`src/rtl/cp_mod_addsub.sv`:
```
`default_nettype none
// +--------------------------------------------------------------------------+
// | cp_mod_addsub : two-stage pipelined (a+b) mod P / (a-b) mod P            |
// | Rev 1.0                                                                  |
// +--------------------------------------------------------------------------+
module cp_mod_addsub #(
  parameter int          DW = 22,
  parameter int unsigned P  = 3145729
) (
  input  logic          clk,
  input  logic          rst_n,
  input  logic          in_valid,
  output logic          in_ready,
  input  logic [DW-1:0] a_in,
  input  logic [DW-1:0] b_in,
  output logic          out_valid,
  input  logic          out_ready,
  output logic [DW-1:0] sum_out,
  output logic [DW-1:0] diff_out,
  input  logic          err_clr,
  output logic          range_err
);

  localparam logic [DW:0]   PW = (DW+1)'(P);
  localparam logic [DW-1:0] PL = DW'(P);

  logic          s1_valid;
  logic          s2_valid;
  logic [DW:0]   s1_sum;
  logic [DW:0]   s1_dif;
  logic [DW-1:0] sum_fix;
  logic [DW-1:0] diff_fix;
  logic          s1_adv;
  logic          s2_adv;
  logic          accept;
  logic          bad_opnd;

  assign s2_adv    = !s2_valid || out_ready;
  assign s1_adv    = !s1_valid || s2_adv;
  assign in_ready  = s1_adv;
  assign accept    = in_valid && s1_adv;
  assign out_valid = s2_valid;
  assign bad_opnd  = ({1'b0, a_in} >= PW) || ({1'b0, b_in} >= PW);

  // The decision uses the full DW+1-bit value; the correction itself only
  // needs the low DW bits because the result is truncated to DW bits anyway.
  always_comb begin
    sum_fix  = s1_sum[DW-1:0];
    diff_fix = s1_dif[DW-1:0];
    if (s1_sum >= PW) sum_fix  = s1_sum[DW-1:0] - PL;
    if (s1_dif[DW])   diff_fix = s1_dif[DW-1:0] + PL;
  end

  always_ff @(posedge clk or negedge rst_n) begin
    if (!rst_n) begin
      s1_valid <= 1'b0;
      s1_sum   <= '0;
      s1_dif   <= '0;
    end else if (s1_adv) begin
      s1_valid <= in_valid;
      if (in_valid) begin
        s1_sum <= {1'b0, a_in} + {1'b0, b_in};
        s1_dif <= {1'b0, a_in} - {1'b0, b_in};
      end
    end
  end

  always_ff @(posedge clk or negedge rst_n) begin
    if (!rst_n) begin
      s2_valid <= 1'b0;
      sum_out  <= '0;
      diff_out <= '0;
    end else if (s2_adv) begin
      s2_valid <= s1_valid;
      if (s1_valid) begin
        sum_out  <= sum_fix;
        diff_out <= diff_fix;
      end
    end
  end

  // Set has priority over clear so a fresh error is never lost.
  always_ff @(posedge clk or negedge rst_n) begin
    if (!rst_n)                  range_err <= 1'b0;
    else if (accept && bad_opnd) range_err <= 1'b1;
    else if (err_clr)            range_err <= 1'b0;
  end

endmodule
`default_nettype wire

```
`config.mk`:
```
export PLATFORM = sky130hd
export DESIGN_NAME = cp_mod_addsub
export DESIGN_NICKNAME = d
export VERILOG_FILES = /design/src/rtl/cp_mod_addsub.sv
export SDC_FILE = /design/constraint.sdc
export NUM_CORES = 1
export LEC_CHECK = 0
export CAP_MARGIN = 20
export CORE_ASPECT_RATIO = 1.2
export CORE_UTILIZATION = 33
export DETAILED_ROUTE_END_ITERATION = 16
export PLACE_DENSITY = 0.56
export SLEW_MARGIN = 10
export SYNTH_ARGS = -nofsm -noshare
export SYNTH_HDL_FRONTEND = slang
export SYNTH_SLANG_ARGS = --single-unit
```
`constraint.sdc`:
```
create_clock -name clk -period 3.4 [get_ports clk]
set_input_delay 0.68 -clock clk [delete_from_list [all_inputs] [get_ports clk]]
set_output_delay 0.68 -clock clk [all_outputs]
set_load 0.02 [all_outputs]
```
==> impl_metrics.ini, run 1 <==
[setup_path]
crit_top_cell = o21ai_0
crit_chain = clkdlybuf4s50_1 > ha_1 > inv_1 > fa_1 > a211oi_1 > o21ai_0 > a31o_2 > a311o_1 > a21bo_2 > xnor2_1 > o21ai_0
r2r_cells = 7
crit_buf_inv = 2
cpPeakStageDelay_ns = 0.51
r2r_start = s1_sum[10]$_DFFE_PN0P_
rr_endpoint = sum_out[18]$_DFFE_PN0P_
crit_required_ns = 3.67
crit_family = compound AO/OA/AOI/OAI gates
worstSetupPathType = input pin to flop
critPathArrivalTime_ns = 3.41
worstSetupStartpointType = input pin
cp_max_fo = 3
crit_path_end_kind = flop
critPathSlowestCell = clkdlybuf4s50_1
reg2reg_slack_ns = 1.02

[sta]
worst_slew_pin_slew_ns = 0.765
fin_worst_skew_ns = 0.0130
max_freq_ghz = 0.319
final.setup.tns_ns = 0
slew_headroom_pct = 49.0
finalCritPeriodShare_pct = 92.2
timing.hold.ws_ns = 0.367
drv_slew = 0
fin_crit_ns = 3.13
hold_viol = 0
final-setup-viol-count = 0
rsz0062_at_grt = false

[placed_design]
port_buffers = 95
dp_hpwl_um = 15900
gp_congestion = 0.889

[global_route]
grt_pass1_vias = 6014
antenna_found_initial = 0
grtUsageTotal_pct = 19.5
gr-total-overflow = 0
grt_pass1_wl_um = 31600
grt_max_degree = 55

[synth]
synth_compound_area_share_pct = 19.5
synth_largest_area_cell = dfrtp_1
synth_area_leaders = dfrtp_1, ha_1, o21ai_0
synthAdderAreaFrac_pct = 9.39
synth_top_family_by_area = simple AND/OR/NAND/NOR gates
synth_top_area_share_pct = 34.4
syn-instance-count = 833
ys.flop_type = dfrtp_1
synth.avg_cell_area_um2 = 8.03
syn_area_mm2 = 0.00669
synth_xor_area_share_pct = 8.64
ys_seq_area_share_pct = 34.4
async_flop_share_pct = 100
synth_edf_count = 0
synthTopCellsByCount = nand2_1, o21ai_0, dfrtp_1, inv_1, nor2_1
synth.mux.area_fraction_pct = 0.748
yosysUniqueCellTypes = 57
syn_nets = 931
yosysWarnings = 0
synth_simple_gate_area_share_pct = 21.5
yosysMostFrequentCell = nand2_1
ys_seq_elements = 92

[detailed_routing]
post_drt_wl_per_cell_um = 16.0
first_iter_violations = 426
finalWirelength_um = 19500
drtPass1Iterations = 4
via_per_inst = 5.09
drc = 0
vias = 6235
antenna_left = 0

[power_and_ir_drop]
pwr-share-comb_pct = 38.7
clkPwrFrac_pct = 24.7
p_leak_nw = 3.71
p_sw_w = 0.00164
ir_worst_vdd_v = 0.000235
p_int_w = 0.00274
power.share.switching_pct = 37.4
seqPwrFrac_pct = 36.7
power_density_mw_per_mm2 = 509

[clocking]
cts_tree = done
clkTransAtPathRegs_ns = 0.08
cts_setup_buffers = 0
cts_buffer_depth = 2
ctsResizeCount = 0
clockRootBuffer = clkbuf_16
postCtsHoldBufs = 0
clk_latency_ns = 0.36
numCtsBuffers = 9
htreeDepth = 3
cts.sinks = 92

[floorplanning]
die_w_um = 132
placementRows = 56
start_util_pct = 34.0
die_area_mm2 = 0.0208
core-area_mm2 = 0.0197
dieHeight_um = 158
num_io_pins = 96

[finish]
nNetsFinal = 1056
drive_gt1_share_pct = 8.93
n_antenna_cell = 0
syn_to_final_growth_pct = 28.7
utilization_pct = 43.7

[run]
cap_violations = 0

[min_path]
hold_class = input pin to async pin

[outcome]
status = finished clean
-- stage by stage --
step | cell area (um^2) | setup slack, ns | power (W) | std cells
after global routing | 8610 | 0.0510 | 0.00467 | 1224
after detailed placement | 8290 | -0.0724 | 0.00334 | 1208
after floorplan | 6690 | 0.495 | 0.00255 | 833
after global placement | 8290 | -0.0130 | 0.00331 | 1208
final | 8610 | 0.266 | 0.00438 | 1224
after CTS | 8610 | 0.292 | 0.00443 | 1224
-- worst max-delay path by stage --
stage | from | end | cells after the start
4_1_cts | b_in[0] | s1_dif[18]$_DFFE_PN0P_ | 11
2_1_floorplan | a_in[0] | s1_dif[18]$_DFFE_PN0P_ | 11
3_5_place_dp | b_in[0] | s1_dif[18]$_DFFE_PN0P_ | 11
3_3_place_gp | b_in[0] | s1_dif[18]$_DFFE_PN0P_ | 11
5_1_grt | b_in[0] | s1_dif[14]$_DFFE_PN0P_ | 12
6_report | b_in[0] | s1_dif[18]$_DFFE_PN0P_ | 11
-- logic make-up (layout without fill, tap and decap cells) --
group / after synthesis / in the layout
buffers and inverters: 99 / 229
AND/OR/NAND/NOR: 307 / 307
XOR/XNOR: 66 / 66
adder cells (fa/ha/maj): 49 / 49
AO/OA/AOI/OAI: 215 / 215
flip-flops: 92 / 92
multiplexers: 5 / 5
-- final cells by class --
type	instances	area [um^2]
clock inverters	7	93.8
inverters	57	214
well taps	261	327
flip-flops and latches	92	2300
clock buffers	9	225
multi-input cells	642	4010
repair buffers	156	1440
fillers	1986	11100
-- registers in the layout, indices dropped and copies added (netlist names) --
signal / count
s1_sum: 23
s1_dif: 22
s1_valid: 1
sum_out: 22
out_valid: 1
range_err: 1
diff_out: 22
-- worst register-to-register path, stage by stage (launching register included) --
cell and delay [ns]:
dfrtp_1 0.43, nor3_1 0.44, and4_1 0.33, nand4_1 0.22, o2111a_1 0.44, nand4_1 0.16
xor2_1 0.14, o21ai_0 0.08
-- power groups by stage --
stage | clock network (W) | logic (W) | registers (W)
2_1_floorplan | 0 | 0.000784 | 0.00177
3_3_place_gp | 0 | 0.00169 | 0.00162
3_5_place_dp | 0 | 0.00170 | 0.00163
4_1_cts | 0.00111 | 0.00171 | 0.00161
5_1_grt | 0.00116 | 0.00186 | 0.00165
6_report | 0.00108 | 0.00169 | 0.00161
-- placed cells by master (no fill, tap or decap), types with 37 or more instances in the layout --
cell,instances
ha_1,47
buf_4,59
nand2_1,116
o21ai_0,102
nor2_1,57
inv_1,57
a21oi_1,37
clkdlybuf4s50_1,94
dfrtp_1,92
xnor2_1,41
-- per-layer routing --
metal  global-route usage (%)  wire length [um]  vias to the layer above
met5                        0                 0                        -
met4                     6.20               333                        0
met3                     2.66               809                       22
met2                     33.1              9370                      139
met1                     25.7              9040                     2908
li1                         -                 -                     3166
Power figures use the tool's default switching activity.
==> run 2: changes to the inputs <==
- DONT_BUFFER_PORTS: not set -> 1
- PLACE_DENSITY: 0.56 -> 0.5
- RECOVER_POWER: not set -> 25
==> impl_metrics.ini, run 2 (synthesized netlist as in run 1, its figures left out) <==
[detailed_routing]
first_iter_violations = 297
via_per_inst = 5.23
wl_met2_um = 9080
post_drt_wl_per_cell_um = 17.8
dr.max_layer_used = met5
drc = 0
vias = 5663
drtPass1Iterations = 5
finalWirelength_um = 19300
antenna_left = 0
wl_met3_um = 1170
wl_met1_um = 8580

[setup_path]
worstSetupPathType = input pin to flop
critPathSlowestCell = fa_1
cpPeakStageDelay_ns = 0.41
crit_path_end_kind = flop
reg2reg_slack_ns = 1.01
critPathArrivalTime_ns = 3.03
crit_buf_inv = 2
cp_max_fo = 4
crit_chain = inv_1 > ha_1 > inv_1 > fa_1 > a211oi_1 > o21ai_0 > a31o_2 > a311o_1 > a21bo_2 > xnor2_1 > o21ai_0
crit_required_ns = 3.67
crit_family = compound AO/OA/AOI/OAI gates
worstSetupStartpointType = input pin

[sta]
fin_crit_ns = 2.76
final-setup-viol-count = 0
timing.hold.ws_ns = 0.0198
rsz0062_at_grt = false
final.setup.tns_ns = 0
worst_slew_pin_slew_ns = 0.674
finalCritPeriodShare_pct = 81.1
fin_worst_skew_ns = 0.0124
slew_headroom_pct = 54.7
drv_slew = 0
hold_viol = 0
max_freq_ghz = 0.363

[finish]
utilization_pct = 37.1
largest_reg_flops = 23
fill_cells = 2088
syn_to_final_growth_pct = 9.29
layout_commonest_cell = nand2_1
final_area_mm2 = 0.00731
final_cell_mix = nand2_1, o21ai_0, dfrtp_1
drive_gt1_share_pct = 4.27
nNetsFinal = 913
top_register = s1_sum

[placed_design]
dp_hpwl_um = 15400
gp_congestion = 0.925
dpl_cell_area_mm2 = 0.00696
port_buffers = 0

[clocking]
numCtsBuffers = 9
cts.sinks = 92
clockRootBuffer = clkbuf_16
clk_latency_ns = 0.35
cts_tree = done
htreeDepth = 3
cts_buffer_depth = 2
clkTransAtPathRegs_ns = 0.07

[power_and_ir_drop]
power_density_mw_per_mm2 = 542
p_leak_nw = 3.12
finalPower_w = 0.00396
ir_worst_vdd_v = 0.000257

[floorplanning]
placementRows = 56
die_area_mm2 = 0.0208
core-area_mm2 = 0.0197
dieHeight_um = 158
die_w_um = 132
start_util_pct = 34.0
num_io_pins = 96

[global_route]
antenna_found_initial = 2
grt_pass1_vias = 5627
gr-total-overflow = 0
grt_max_degree = 93
grtUsageTotal_pct = 19.4
grt_pass1_wl_um = 31200

[outcome]
status = finished clean

[min_path]
hold_class = input pin to async pin

[run]
cap_violations = 0
[run 2: changes by cell type in the layout (fill, tap and decap cells not counted), sizes merged]
cell,change
bufinv,+1
clkinv,-1
clkdlybuf4s50,-94
dlygate4sd3,+2
diode,+1
inv,-1
clkbuf,+1
buf,-51
[run 2: area by class of cell]
class | instances | area, um^2 | share of cell area (%)
clock buffer | 10 | 239 | 3.27
multi-input combinational | 642 | 4010 | 54.8
timing repair buffer | 13 | 128 | 1.75
inverter | 57 | 214 | 2.93
antenna | 1 | 2.50 | 0.0342
clock inverter | 6 | 93.8 | 1.28
sequential | 92 | 2300 | 31.5
tap | 261 | 327 | 4.47
[run 2: final timing paths]
path                                             to                   from  cells after the start
setup / recovery             s1_dif[18]$_DFFE_PN0P_                a_in[0]                     11
hold reg to reg               out_valid$_DFFE_PN0P_   s1_valid$_DFFE_PN0N_                      1
hold / removal             diff_out[10]$_DFFE_PN0P_                  rst_n                      0
max in group asynchronous   diff_out[5]$_DFFE_PN0P_                  rst_n                      1
setup reg to reg            sum_out[18]$_DFFE_PN0P_  s1_sum[8]$_DFFE_PN0P_                      7
min in group clk              range_err$_DFFE_PN0P_                err_clr                      1
[run 2: power by group]
group	leakage, nW	internal (W)	switching (W)
registers	1.13	0.00137	0.000464
clock network	0.160	0.000671	0.000452
logic	1.83	0.000420	0.000589
[run 2: stage by stage]
step / cells / worst slack (ns)
2_1_floorplan: 833 / 0.495
3_3_place_gp: 1063 / 0.355
3_5_place_dp: 1063 / 0.298
4_1_cts: 1079 / 0.660
5_1_grt: 1081 / 0.496
6_report: 1082 / 0.642
[run 2: per-layer routing]
metal  up-vias  track usage (%)
met2       153             32.1
met5         -                0
met1      2610             24.5
met4         2             7.42
li1       2875                -
met3        23             4.42
[run 2: timing repair]
action	CTS	global route
buffers inserted	0	0
resized for setup	0	0
hold endpoints to repair	0	2
hold buffers	0	2
